`config.mk`:
```
export PLATFORM = sky130hd
export DESIGN_NAME = frame_sdram_writer_flat
export DESIGN_NICKNAME = d
export VERILOG_FILES = /design/src/rtl/hdr_wr_pkg.sv /design/src/rtl/frame_sdram_writer_if.sv /design/src/rtl/wr_burst_fifo.sv /design/src/rtl/frame_sdram_writer.sv /design/src/flat_wrapper.sv
export SDC_FILE = /design/constraint.sdc
export NUM_CORES = 2
export LEC_CHECK = 0
export BUFFER_PORTS_ARGS = -buffer_cell sky130_fd_sc_hd__buf_2
export CAP_MARGIN = 30
export CORE_MARGIN = 1.5
export CORE_UTILIZATION = 50
export DETAILED_ROUTE_END_ITERATION = 8
export HOLD_SLACK_MARGIN = 0.02
export PLACE_DENSITY = 0.74
export SYNTH_ARGS = -nofsm -noshare
export SYNTH_HDL_FRONTEND = slang
export SYNTH_SLANG_ARGS = --single-unit
```
`constraint.sdc`:
```
create_clock -name clk100 -period 9.17 [get_ports clk100]
set_input_delay 0.4585 -clock clk100 [delete_from_list [all_inputs] [get_ports clk100]]
set_output_delay 0.4585 -clock clk100 [all_outputs]
set_load 0.1 [all_outputs]
```
`src/rtl/hdr_wr_pkg.sv`:
```
// Package for the frame SDRAM writer slice.
// Holds the writer FSM state type and the shared width constants.
package hdr_wr_pkg;

    // Avalon burstcount port width (up to 64 beats).
    localparam int BC_W    = 7;
    // Width of the words-per-frame control input and the word counters.
    localparam int FRAME_W = 24;

    typedef enum logic [1:0] {
        ST_IDLE  = 2'd0,
        ST_FILL  = 2'd1,
        ST_BURST = 2'd2,
        ST_DONE  = 2'd3
    } wr_state_t;

endpackage

```
`src/rtl/frame_sdram_writer_if.sv`:
```
// Bus interface for frame_sdram_writer: the incoming pixel-word stream and
// the outgoing Avalon-MM (f2h_sdram) burst write master.
//   master : the writer's view (consumes the stream, drives the Avalon write)
//   slave  : the environment's view (source of words, SDRAM port)
//
// Handshakes:
//   stream : a word transfers on a clock edge where in_valid && in_ready.
//   avalon : a beat transfers on a clock edge where write && !waitrequest;
//            while waitrequest is high the master holds write, address,
//            burstcount and writedata unchanged.
interface frame_sdram_writer_if #(
    parameter int DATA_W = 64,
    parameter int ADDR_W = 32
);
    logic                        in_valid;
    logic [DATA_W-1:0]           in_data;
    logic                        in_ready;
    logic [ADDR_W-1:0]           address;
    logic [hdr_wr_pkg::BC_W-1:0] burstcount;
    logic                        write;
    logic [DATA_W-1:0]           writedata;
    logic [DATA_W/8-1:0]         byteenable;
    logic                        waitrequest;

    modport master (
        input  in_valid, in_data, waitrequest,
        output in_ready, address, burstcount, write, writedata, byteenable
    );

    modport slave (
        output in_valid, in_data, waitrequest,
        input  in_ready, address, burstcount, write, writedata, byteenable
    );
endinterface

```
`src/rtl/wr_burst_fifo.sv`:
```
// Synchronous FIFO buffering incoming pixel words ahead of the SDRAM bursts.
// Ports:
//   clk, rst        clock, asynchronous active-high reset (empties the FIFO)
//   push, push_data write side (ignored when full)
//   pop             read side (ignored when empty)
//   head            word at the read pointer (show-ahead)
//   count, full     occupancy; count is unchanged on simultaneous push+pop
// Pointers are $clog2(DEPTH) bits so they wrap modulo DEPTH (power of two).
module wr_burst_fifo #(
    parameter int W     = 64,
    parameter int DEPTH = 32
) (
    input  logic                     clk,
    input  logic                     rst,
    input  logic                     push,
    input  logic [W-1:0]             push_data,
    input  logic                     pop,
    output logic [W-1:0]             head,
    output logic [$clog2(DEPTH):0]   count,
    output logic                     full
);
    localparam int PTR_W = $clog2(DEPTH);

    logic [W-1:0]     mem [DEPTH];
    logic [PTR_W-1:0] wr_ptr;
    logic [PTR_W-1:0] rd_ptr;
    logic             do_push;
    logic             do_pop;

    assign full    = (count == (PTR_W+1)'(DEPTH));
    assign do_push = push && !full;
    assign do_pop  = pop && (count != '0);
    assign head    = mem[rd_ptr];

    // Storage carries no reset; only the pointers and count define contents.
    always_ff @(posedge clk) begin
        if (do_push) mem[wr_ptr] <= push_data;
    end

    always_ff @(posedge clk or posedge rst) begin
        if (rst) begin
            wr_ptr <= '0;
            rd_ptr <= '0;
            count  <= '0;
        end else begin
            if (do_push) wr_ptr <= wr_ptr + 1'b1;
            if (do_pop)  rd_ptr <= rd_ptr + 1'b1;
            case ({do_push, do_pop})
                2'b10:   count <= count + 1'b1;
                2'b01:   count <= count - 1'b1;
                default: count <= count;
            endcase
        end
    end
endmodule

```
`src/rtl/frame_sdram_writer.sv`:
```
// Frame writer: buffers a pixel-word stream and writes one frame at a time
// into SDRAM through Avalon-MM bursts of up to BURST_LEN beats.
// Ports:
//   clk100, reset           sole clock, asynchronous active-high reset
//   start, frame_words      arm one frame of frame_words words (ignored if busy)
//   base_addr0, base_addr1  frame buffer byte addresses
//   bus (master modport)    in_valid/in_data/in_ready stream and the
//                           address/burstcount/write/writedata/byteenable/
//                           waitrequest Avalon write master
//   busy, frame_done        frame in progress, one-cycle end-of-frame pulse
//   buf_sel                 buffer used by the last/current frame
//   state_dbg               current FSM state
// Optional feature: define FRAME_WRITER_DOUBLE_BUF_EN to alternate frames
// between base_addr0 and base_addr1 (first frame after reset uses buffer 0).
module frame_sdram_writer
    import hdr_wr_pkg::*;
#(
    parameter int DATA_W     = 64,
    parameter int ADDR_W     = 32,
    parameter int BURST_LEN  = 16,
    parameter int FIFO_DEPTH = 32
) (
    input  logic                clk100,
    input  logic                reset,
    input  logic                start,
    input  logic [FRAME_W-1:0]  frame_words,
    input  logic [ADDR_W-1:0]   base_addr0,
    input  logic [ADDR_W-1:0]   base_addr1,
    frame_sdram_writer_if.master bus,
    output logic                busy,
    output logic                frame_done,
    output logic                buf_sel,
    output wr_state_t           state_dbg
);
    localparam int BYTES = DATA_W / 8;
    localparam int CNT_W = $clog2(FIFO_DEPTH) + 1;

    wr_state_t          state;
    logic [FRAME_W-1:0] frame_len;
    logic [FRAME_W-1:0] acc_cnt;     // words accepted this frame
    logic [FRAME_W-1:0] wr_cnt;      // words written this frame
    logic [BC_W-1:0]    beat_cnt;
    logic [ADDR_W-1:0]  address_q;
    logic [BC_W-1:0]    burstcount_q;
    logic               write_q;

    logic [CNT_W-1:0]   fifo_count;
    logic               fifo_full;
    logic [DATA_W-1:0]  fifo_head;
    logic               push;
    logic               pop;

    logic [FRAME_W-1:0] remaining;
    logic [BC_W-1:0]    need;
    logic               last_beat;
    logic [ADDR_W-1:0]  start_addr;

    assign bus.in_ready = ((state == ST_FILL) || (state == ST_BURST)) &&
                          !fifo_full && (acc_cnt < frame_len);
    assign push = bus.in_valid && bus.in_ready;
    assign pop  = write_q && !bus.waitrequest;

    // Next burst length: a full burst, or whatever is left of the frame.
    assign remaining = frame_len - wr_cnt;
    assign need      = (remaining >= FRAME_W'(BURST_LEN)) ? BC_W'(BURST_LEN)
                                                          : remaining[BC_W-1:0];
    assign last_beat = (beat_cnt == burstcount_q - 1'b1);

    assign bus.address    = address_q;
    assign bus.burstcount = burstcount_q;
    assign bus.write      = write_q;
    assign bus.writedata  = fifo_head;
    assign bus.byteenable = write_q ? '1 : '0;
    assign state_dbg      = state;

`ifdef FRAME_WRITER_DOUBLE_BUF_EN
    logic used_once;   // a frame has been started since reset
    logic next_sel;

    assign next_sel   = used_once ? ~buf_sel : 1'b0;
    assign start_addr = next_sel ? base_addr1 : base_addr0;

    always_ff @(posedge clk100 or posedge reset) begin
        if (reset) begin
            used_once <= 1'b0;
            buf_sel   <= 1'b0;
        end else if ((state == ST_IDLE) && start) begin
            used_once <= 1'b1;
            buf_sel   <= next_sel;
        end
    end
`else
    logic unused_base1;

    assign start_addr   = base_addr0;
    assign buf_sel      = 1'b0;
    assign unused_base1 = ^base_addr1;
`endif

    wr_burst_fifo #(
        .W     (DATA_W),
        .DEPTH (FIFO_DEPTH)
    ) u_fifo (
        .clk       (clk100),
        .rst       (reset),
        .push      (push),
        .push_data (bus.in_data),
        .pop       (pop),
        .head      (fifo_head),
        .count     (fifo_count),
        .full      (fifo_full)
    );

    always_ff @(posedge clk100 or posedge reset) begin
        if (reset) begin
            state        <= ST_IDLE;
            frame_len    <= '0;
            acc_cnt      <= '0;
            wr_cnt       <= '0;
            beat_cnt     <= '0;
            address_q    <= '0;
            burstcount_q <= '0;
            write_q      <= 1'b0;
            busy         <= 1'b0;
            frame_done   <= 1'b0;
        end else begin
            if (push) acc_cnt <= acc_cnt + 1'b1;

            case (state)
                ST_IDLE: begin
                    if (start) begin
                        frame_len <= frame_words;
                        acc_cnt   <= '0;
                        wr_cnt    <= '0;
                        beat_cnt  <= '0;
                        address_q <= start_addr;
                        busy      <= 1'b1;
                        state     <= ST_FILL;
                    end
                end

                ST_FILL: begin
                    // Wait until the whole burst is buffered so the beats can
                    // stream back to back once write is raised.
                    if (FRAME_W'(fifo_count) >= FRAME_W'(need)) begin
                        burstcount_q <= need;
                        beat_cnt     <= '0;
                        write_q      <= 1'b1;
                        state        <= ST_BURST;
                    end
                end

                ST_BURST: begin
                    if (pop) begin
                        wr_cnt   <= wr_cnt + 1'b1;
                        beat_cnt <= beat_cnt + 1'b1;
                        if (last_beat) begin
                            write_q   <= 1'b0;
                            address_q <= address_q +
                                         ADDR_W'(burstcount_q) * ADDR_W'(BYTES);
                            if (wr_cnt + 1'b1 == frame_len) begin
                                busy       <= 1'b0;
                                frame_done <= 1'b1;
                                state      <= ST_DONE;
                            end else begin
                                state <= ST_FILL;
                            end
                        end
                    end
                end

                ST_DONE: begin
                    frame_done <= 1'b0;
                    state      <= ST_IDLE;
                end

                default: state <= ST_IDLE;
            endcase
        end
    end
endmodule
```
`src/flat_wrapper.sv`:
```
// flat-port wrapper written by rule: the top's interface ports become plain ports
module frame_sdram_writer_flat import hdr_wr_pkg::*;
#(
    parameter int DATA_W     = 64,
    parameter int ADDR_W     = 32,
    parameter int BURST_LEN  = 16,
    parameter int FIFO_DEPTH = 32
)
  (clk100, reset, start, frame_words, base_addr0, base_addr1, busy, frame_done, buf_sel, state_dbg, bus_in_valid, bus_in_data, bus_waitrequest, bus_in_ready, bus_address, bus_burstcount, bus_write, bus_writedata, bus_byteenable);
  frame_sdram_writer_if #(.DATA_W(DATA_W), .ADDR_W(ADDR_W)) bus_i ();
  input  logic clk100;
  input  logic reset;
  input  logic start;
  input  logic [FRAME_W-1:0] frame_words;
  input  logic [ADDR_W-1:0] base_addr0;
  input  logic [ADDR_W-1:0] base_addr1;
  output logic busy;
  output logic frame_done;
  output logic buf_sel;
  output wr_state_t state_dbg;
  input wire logic [$bits(bus_i.in_valid)-1:0] bus_in_valid;
  input wire logic [$bits(bus_i.in_data)-1:0] bus_in_data;
  input wire logic [$bits(bus_i.waitrequest)-1:0] bus_waitrequest;
  output wire logic [$bits(bus_i.in_ready)-1:0] bus_in_ready;
  output wire logic [$bits(bus_i.address)-1:0] bus_address;
  output wire logic [$bits(bus_i.burstcount)-1:0] bus_burstcount;
  output wire logic [$bits(bus_i.write)-1:0] bus_write;
  output wire logic [$bits(bus_i.writedata)-1:0] bus_writedata;
  output wire logic [$bits(bus_i.byteenable)-1:0] bus_byteenable;
  assign bus_i.in_valid = bus_in_valid;
  assign bus_i.in_data = bus_in_data;
  assign bus_i.waitrequest = bus_waitrequest;
  assign bus_in_ready = bus_i.in_ready;
  assign bus_address = bus_i.address;
  assign bus_burstcount = bus_i.burstcount;
  assign bus_write = bus_i.write;
  assign bus_writedata = bus_i.writedata;
  assign bus_byteenable = bus_i.byteenable;
  frame_sdram_writer #(.DATA_W(DATA_W), .ADDR_W(ADDR_W), .BURST_LEN(BURST_LEN), .FIFO_DEPTH(FIFO_DEPTH)) u_core (.clk100(clk100), .reset(reset), .start(start), .frame_words(frame_words), .base_addr0(base_addr0), .base_addr1(base_addr1), .bus(bus_i), .busy(busy), .frame_done(frame_done), .buf_sel(buf_sel), .state_dbg(state_dbg));
endmodule
```
* Word-level counts from Yosys, hierarchy flattened
Memories as Yosys holds them, arrays and structs flattened.
Cells that the tools add are included.
** Word-level totals
- Register bits after elaboration :: 139
- Memory bits (writable) :: 2048
- Word-level logic and storage cells :: 103
- Memories :: 1
** Operators by class
- Add/subtract/negate cells :: 10
- Magnitude comparators :: 3
- Eq/ne operators :: 13
- Muxes and demuxes :: 38
- Reduce and logical (&&, ||, !) cells :: 25
** Memories
- u_core.u_fifo.mem :: words 32, bits a word 64, rd ports 1, clocked after Yosys merged registers in 0, wr ports 1, line wr_burst_fifo.sv:24 : logic [W-1:0] mem [DEPTH];
** Operator list (count)
- two-way mux 24 bit :: 5
- two-way mux 32 bit :: 3
- one-hot mux 32 bit (2 select lines) :: 1
- adder 24 x 1 -> 24 bit (second input constant) :: 2
- one-hot mux 24 bit (2 select lines) :: 1
- adder 32 x 10 -> 32 bit :: 1
- two-way mux 7 bit :: 4
- equality test 24 bit :: 1
- greater-or-equal comparator 24 x 5 -> 1 bit (second input constant) :: 1
- less-than comparator 24 bit :: 1
- subtractor 24 bit :: 1
- one-hot mux 7 bit (3 select lines) :: 1
- AND reduction 4 bit :: 5
- two-way mux 1 bit :: 12
- one-hot mux 6 bit (2 select lines) :: 1
- adder 5 x 1 -> 5 bit (second input constant) :: 2
- two-way mux 2 bit :: 5
- two-way mux 8 bit :: 1
- != test 2 bit (second input constant) :: 4
- one-hot mux 2 bit (4 select lines) :: 1
- nonzero test 2 bit :: 4
- adder 7 x 1 -> 7 bit (second input constant) :: 1
- equality test 7 bit :: 1
- greater-or-equal comparator 6 x 7 -> 1 bit :: 1
- 17 further kinds :: 29

* Longest topological paths before layout
- Word-level depth :: 8
- Mapped depth :: 24

* Cells and area by module
A second synthesis with hierarchy kept.
** Second synthesis, totals
- Cells, all modules :: 4647
- Area total of the unflattened synthesis :: 87793.0 µm²
** Modules (own cells, without submodules)
- wr_burst_fifo :: instances 1, cells an instance 3503, area each 78393.9 µm², sequential area each 61899.4 µm²
- frame_sdram_writer :: instances 1, cells an instance 1144, area each 9399.0 µm², sequential area each 3078.0 µm²

* Least setup slack after synthesis
OpenSTA, ideal clock, no wires.
- Kind :: flip-flop to flip-flop
- Start point :: register u_core.state[0] (netlist: u_core.state_dbg[0])
- End point :: memory u_core.u_fifo.mem[0][0] (enable)
- Setup time :: 644 ps
- Data arrival time :: 8711 ps
- Setup slack :: -185 ps
- Stages on the path, launching flop included :: 11
- Path buffers :: 1
- Clock period less this slack :: 9355 ps
- Cells stage by stage :: dfrtp_1 -> inv_1 -> ha_1 -> nand4b_1 -> a21oi_1 -> o21ai_0 -> a21oi_1 -> and2_1 -> clkbuf_1 -> nand2_1 -> nor4_1
** Between the ends
- Word-level cells in the longest chain between the ends :: 8
- Elaborated cells on any way between the ends :: 9
** RTL lines
- start: declaration :: line frame_sdram_writer.sv:38 : wr_state_t state;
- start signal: assignment :: line frame_sdram_writer.sv:116 : state <= ST_IDLE;
- start signal: assignment :: line frame_sdram_writer.sv:138 : state <= ST_FILL;
- start signal: assignment :: line frame_sdram_writer.sv:149 : state <= ST_BURST;
- equality test 2 x 1 -> 1 bit / equality test 2 bit (equally long branches) :: line frame_sdram_writer.sv:58 : assign bus.in_ready = ((state == ST_FILL) || (state == ST_BURST)) &&
- logical OR 1 bit * :: line frame_sdram_writer.sv:58
- logical AND 1 bit * :: line frame_sdram_writer.sv:58
- logical AND 1 bit * :: line frame_sdram_writer.sv:59 : !fifo_full && (acc_cnt < frame_len);
- logical AND 1 bit * :: line frame_sdram_writer.sv:60 : assign push = bus.in_valid && bus.in_ready;
- logical AND 1 bit * :: line wr_burst_fifo.sv:31 : assign do_push = push && !full;
- two-way mux 1 bit * :: line wr_burst_fifo.sv:37 : if (do_push) mem[wr_ptr] <= push_data;
- two-way mux 1 bit (implied by the code) * :: line wr_burst_fifo.sv:37
- end: declaration :: line wr_burst_fifo.sv:24
Every way passes the cells marked *; elsewhere a longest branch is shown, timed or not.

* Worst setup path in the final report
- Start point :: register u_core.wr_cnt[0]
- End point :: register u_core.beat_cnt[4]
** Between the ends
- Word-level cells in the longest chain between the ends :: 6
** RTL lines
- start: declaration :: line frame_sdram_writer.sv:41 : logic [FRAME_W-1:0] wr_cnt;
- start signal: assignment :: line frame_sdram_writer.sv:155 : wr_cnt <= wr_cnt + 1'b1;
- subtractor 24 bit * :: line frame_sdram_writer.sv:64 : assign remaining = frame_len - wr_cnt;
- greater-or-equal comparator 24 x 5 -> 1 bit :: line frame_sdram_writer.sv:65 : assign need = (remaining >= FRAME_W'(BURST_LEN)) ? BC_W'(BURST_LEN)
- two-way mux 7 bit * :: line frame_sdram_writer.sv:65
- greater-or-equal comparator 6 x 7 -> 1 bit * :: line frame_sdram_writer.sv:145 : if (FRAME_W'(fifo_count) >= FRAME_W'(need)) begin
- != test 2 bit (no source line) *
- AND reduction 4 bit (no source line) *
- end signal: assignment :: line frame_sdram_writer.sv:156 : beat_cnt <= beat_cnt + 1'b1;
- end: declaration :: line frame_sdram_writer.sv:42 : logic [BC_W-1:0] beat_cnt;
Marked as above.
A chain may end at the register's enable or synchronous reset.

==> metrics.txt <==
Slew Limit Headroom 26.8%; status complete, no violations; clock root cell clkbuf_16; # hold bufs at CTS 58; EDFF count, synth 2048; initial antenna violation count 20; Seq cells post-synth 2187; post-place setup slack 3.59 ns; clk sinks 2187; residual DRC count 0; Tcrit/Tclk final 60.3%; Layout area overhead 13.5%; CP required 9.90 ns; worst skew pair latency 0.86 ns; crit path max-delay cell type nor3b_1; Crit Path Class flip-flop to flip-flop; row count 153; fmax 0.181 GHz; most used cell, CP a21o_1; Cell variety after synth 83; # Max-Cap Violations 0; maximum VDD drop 445 uV; Die Wd 422 um; clock slew at reported path FFs 0.06 ns; nets 4816; crit-path cells ha_1 > inv_1 > fa_1 > a21o_1 > a21oi_1 > a221oi_1 > nor4_1 > o21ai_0 > nor4_1 > nor4b_4 > nand4_4 > or3_1 > ha_1 > a21o_1 > a21o_1 > a21o_1 > a21oi_1 > nor3b_1 > nand2_1 > o31ai_1; Main synth FF type edfxtp_1; max incr delay on CP 0.69 ns; Max Root-Sink Buffers 3; Worst Setup End Kind flip-flop; GPL Wtd Cong 0.833; Slew @ Worst Pin 1.09 ns; CTS buffer count 207; Fillers 12300; setup ws final 3.64 ns; Post-synth ARST share 6.36%; Final Routed Wirelength 215000 um; first-pass GRT wire length 310000 um; First DRT Iteration DRCs 5734; syn_nets 4419; placed cells 6631; Detail Route Antenna Nets 0; pwr dens 327 mW/mm^2; largest net degree at the start of global routing 149; RSZ-0062 raised after global routing false; layout cells sized above 1 29.4%; hpwl dp 109000 um; Vias/cell 6.25; Die Ht 422 um; vias after detailed routing 44300; gr ovfl total 0; TNS Setup 0 ns; setup violators final 0; Worst Path Arrival 6.26 ns; Post-Syn Area 0.0878 sq mm; Core Footprint 0.174 sq mm; WL per Instance 30.4 um; Setup Skew 0.0475 ns; Resized Gates After CTS 0; total global-route track usage 24.1%; depth of the CTS H-tree 4; CTS tree built; PortBufs 241; Seq/Total Area, Yosys 74.0%; number of global-route vias before repair 44500; worst min-delay path class primary input to flip-flop; Final min period 5.53 ns; post-CTS setup buffers 0; Total Die Area 0.178 sq mm; Pre-antenna DRT Iters 6; Max Slew Vio Count 0; Initial Util 50.4%; Mapped Avg Cell Area 21.0 sq um; IO Count 275; yosys warns 0; crit path max fanout 7; static leakage 32.3 nW; final hold viol count 0; Finished Layout Cells 7091; startpoint types flip-flop; post-synthesis cell count 4182
## final timing paths
path                                       start                       end  slack (ns)  cells past startpoint
max in group asynchronous                  reset       u_core.frame_len[2]        7.56                      4
min in group asynchronous                  reset   u_core.u_fifo.rd_ptr[0]        0.36                      3
worst min-delay path             bus_in_data[12]  u_core.u_fifo.mem[2][12]        0.08                      1
worst max-delay path            u_core.wr_cnt[0]        u_core.beat_cnt[4]        3.64                     20
worst max register to register  u_core.wr_cnt[0]        u_core.beat_cnt[4]        3.64                     20
worst min register to register       u_core.busy               u_core.busy        0.48                      1
## cell usage in the layout, fill, tap and decap left out, types with 56 or more instances in the layout
| master | instances |
|---|---|
| buf_4 | 81 |
| xnor2_1 | 56 |
| dlygate4sd3_1 | 58 |
| ha_1 | 77 |
| edfxtp_1 | 2048 |
| o21ai_0 | 116 |
| mux2_2 | 65 |
| a21oi_1 | 79 |
| inv_1 | 83 |
| mux4_2 | 640 |
| nand2_1 | 132 |
| buf_2 | 241 |
| dfrtp_1 | 134 |
| clkbuf_16 | 210 |
| nor2_1 | 75 |
## routing by layer
metal | vias to the layer above | GRT usage (%) | routed length [um]
met1 | 23300 | 32.5 | 81100
met4 | 8 | 8.03 | 6350
met2 | 2421 | 39.9 | 108000
li1 | 18200 | - | -
met3 | 366 | 4.41 | 19500
met5 | - | 0 | 45
## cell families (layout without fill, tap and decap cells)
kind of cell               after synthesis  count (layout)  share of synthesized area, %
muxes                                  727             727                          17.5
xor gates and xnor gates                87              87                         0.884
other                                    2              14                       0.00855
DFF                                   2187            2187                          74.0
buffers and inverters                  299             871                          1.34
adders and majority gates               80              80                          1.17
and+or+nand+nor                        473             473                          2.77
AOI/OAI and AO/OA                      327             327                          2.32
## power breakdown
part	internal [mW]	switching (mW)
Clock	4.63	3.72
Combinational	4.43	7.75
Sequential	11.5	0.585
## cell usage after synthesis, types with 7 or more instances
| master | instances | area share [%] |
|---|---|---|
| a21o_1 | 27 | 0.23 |
| a21oi_1 | 79 | 0.45 |
| a22oi_1 | 9 | 0.077 |
| and2_1 | 15 | 0.11 |
| and3_1 | 27 | 0.19 |
| and4_1 | 11 | 0.11 |
| buf_1 | 54 | 0.23 |
| buf_2 | 7 | 0.040 |
| buf_4 | 9 | 0.077 |
| clkbuf_1 | 144 | 0.62 |
| dfrtp_1 | 139 | 4.0 |
| edfxtp_1 | 2048 | 70 |
| ha_1 | 77 | 1.1 |
| inv_1 | 84 | 0.36 |
| mux2_2 | 65 | 0.83 |
| mux2i_1 | 22 | 0.25 |
| mux4_2 | 640 | 16 |
| nand2_1 | 132 | 0.56 |
| nand2b_1 | 15 | 0.11 |
| nand3_1 | 44 | 0.25 |
| nand4_1 | 41 | 0.29 |
| nor2_1 | 91 | 0.39 |
| nor2b_1 | 11 | 0.078 |
| nor3_1 | 27 | 0.15 |
| nor4_1 | 16 | 0.11 |
| o21ai_0 | 116 | 0.66 |
| o21bai_1 | 7 | 0.060 |
| o22ai_1 | 13 | 0.093 |
| o31ai_1 | 7 | 0.060 |
| or3_1 | 13 | 0.093 |
| or4_1 | 7 | 0.060 |
| xnor2_1 | 56 | 0.56 |
| xor2_1 | 30 | 0.30 |
## per-stage QoR
| step | hold WS, ns | area [sq um] | utilization, % | total power [mW] |
|---|---|---|---|---|
| after floorplan | 0.481 | 87800 | - | 21.6 |
| after global placement | 0.463 | 92100 | 52.9 | 24.3 |
| after detailed placement | 0.472 | 92300 | 53.0 | 24.4 |
| after CTS | 0.0229 | 99500 | 57.1 | 32.8 |
| after global routing | 0.0722 | 99600 | 57.2 | 33.7 |
| final | 0.0789 | 99700 | 57.2 | 32.6 |
## registers in the layout (all words and copies together), names as in the netlist
name                   cells
u_core.u_fifo.rd_ptr       5
u_core.frame_len          24
u_core.u_fifo.wr_ptr       5
u_core.frame_done          1
u_core.bus.burstcount      7
u_core.state_dbg           2
u_core.bus.write           1
u_core.acc_cnt            24
u_core.busy                1
u_core.u_fifo.count        6
u_core.u_fifo.mem       2048
u_core.bus.address        32
u_core.beat_cnt            7
u_core.wr_cnt             24
## cell type report
type	instances	area, sq um	share of cell area, %
Clock inverter	135	1170	1.18
Multi-Input combinational cell	1696	21900	22.0
Inverter	84	320	0.321
Tap cell	2325	2910	2.92
Clock buffer	249	5410	5.43
Sequential cell	2187	65000	65.2
Timing Repair Buffer	403	2940	2.95
Antenna cell	12	30.0	0.0301
## worst max-delay path: cells and delay by family (launching register included)
kind | cells | cell delay [ns]
AOI/OAI and AO/OA | 9 | 1.59
adders and majority gates | 3 | 0.92
buffers and inverters | 1 | 0.06
DFF | 1 | 0.43
and+or+nand+nor | 7 | 2.46
Note: power is estimated with default switching activity, not from simulation.
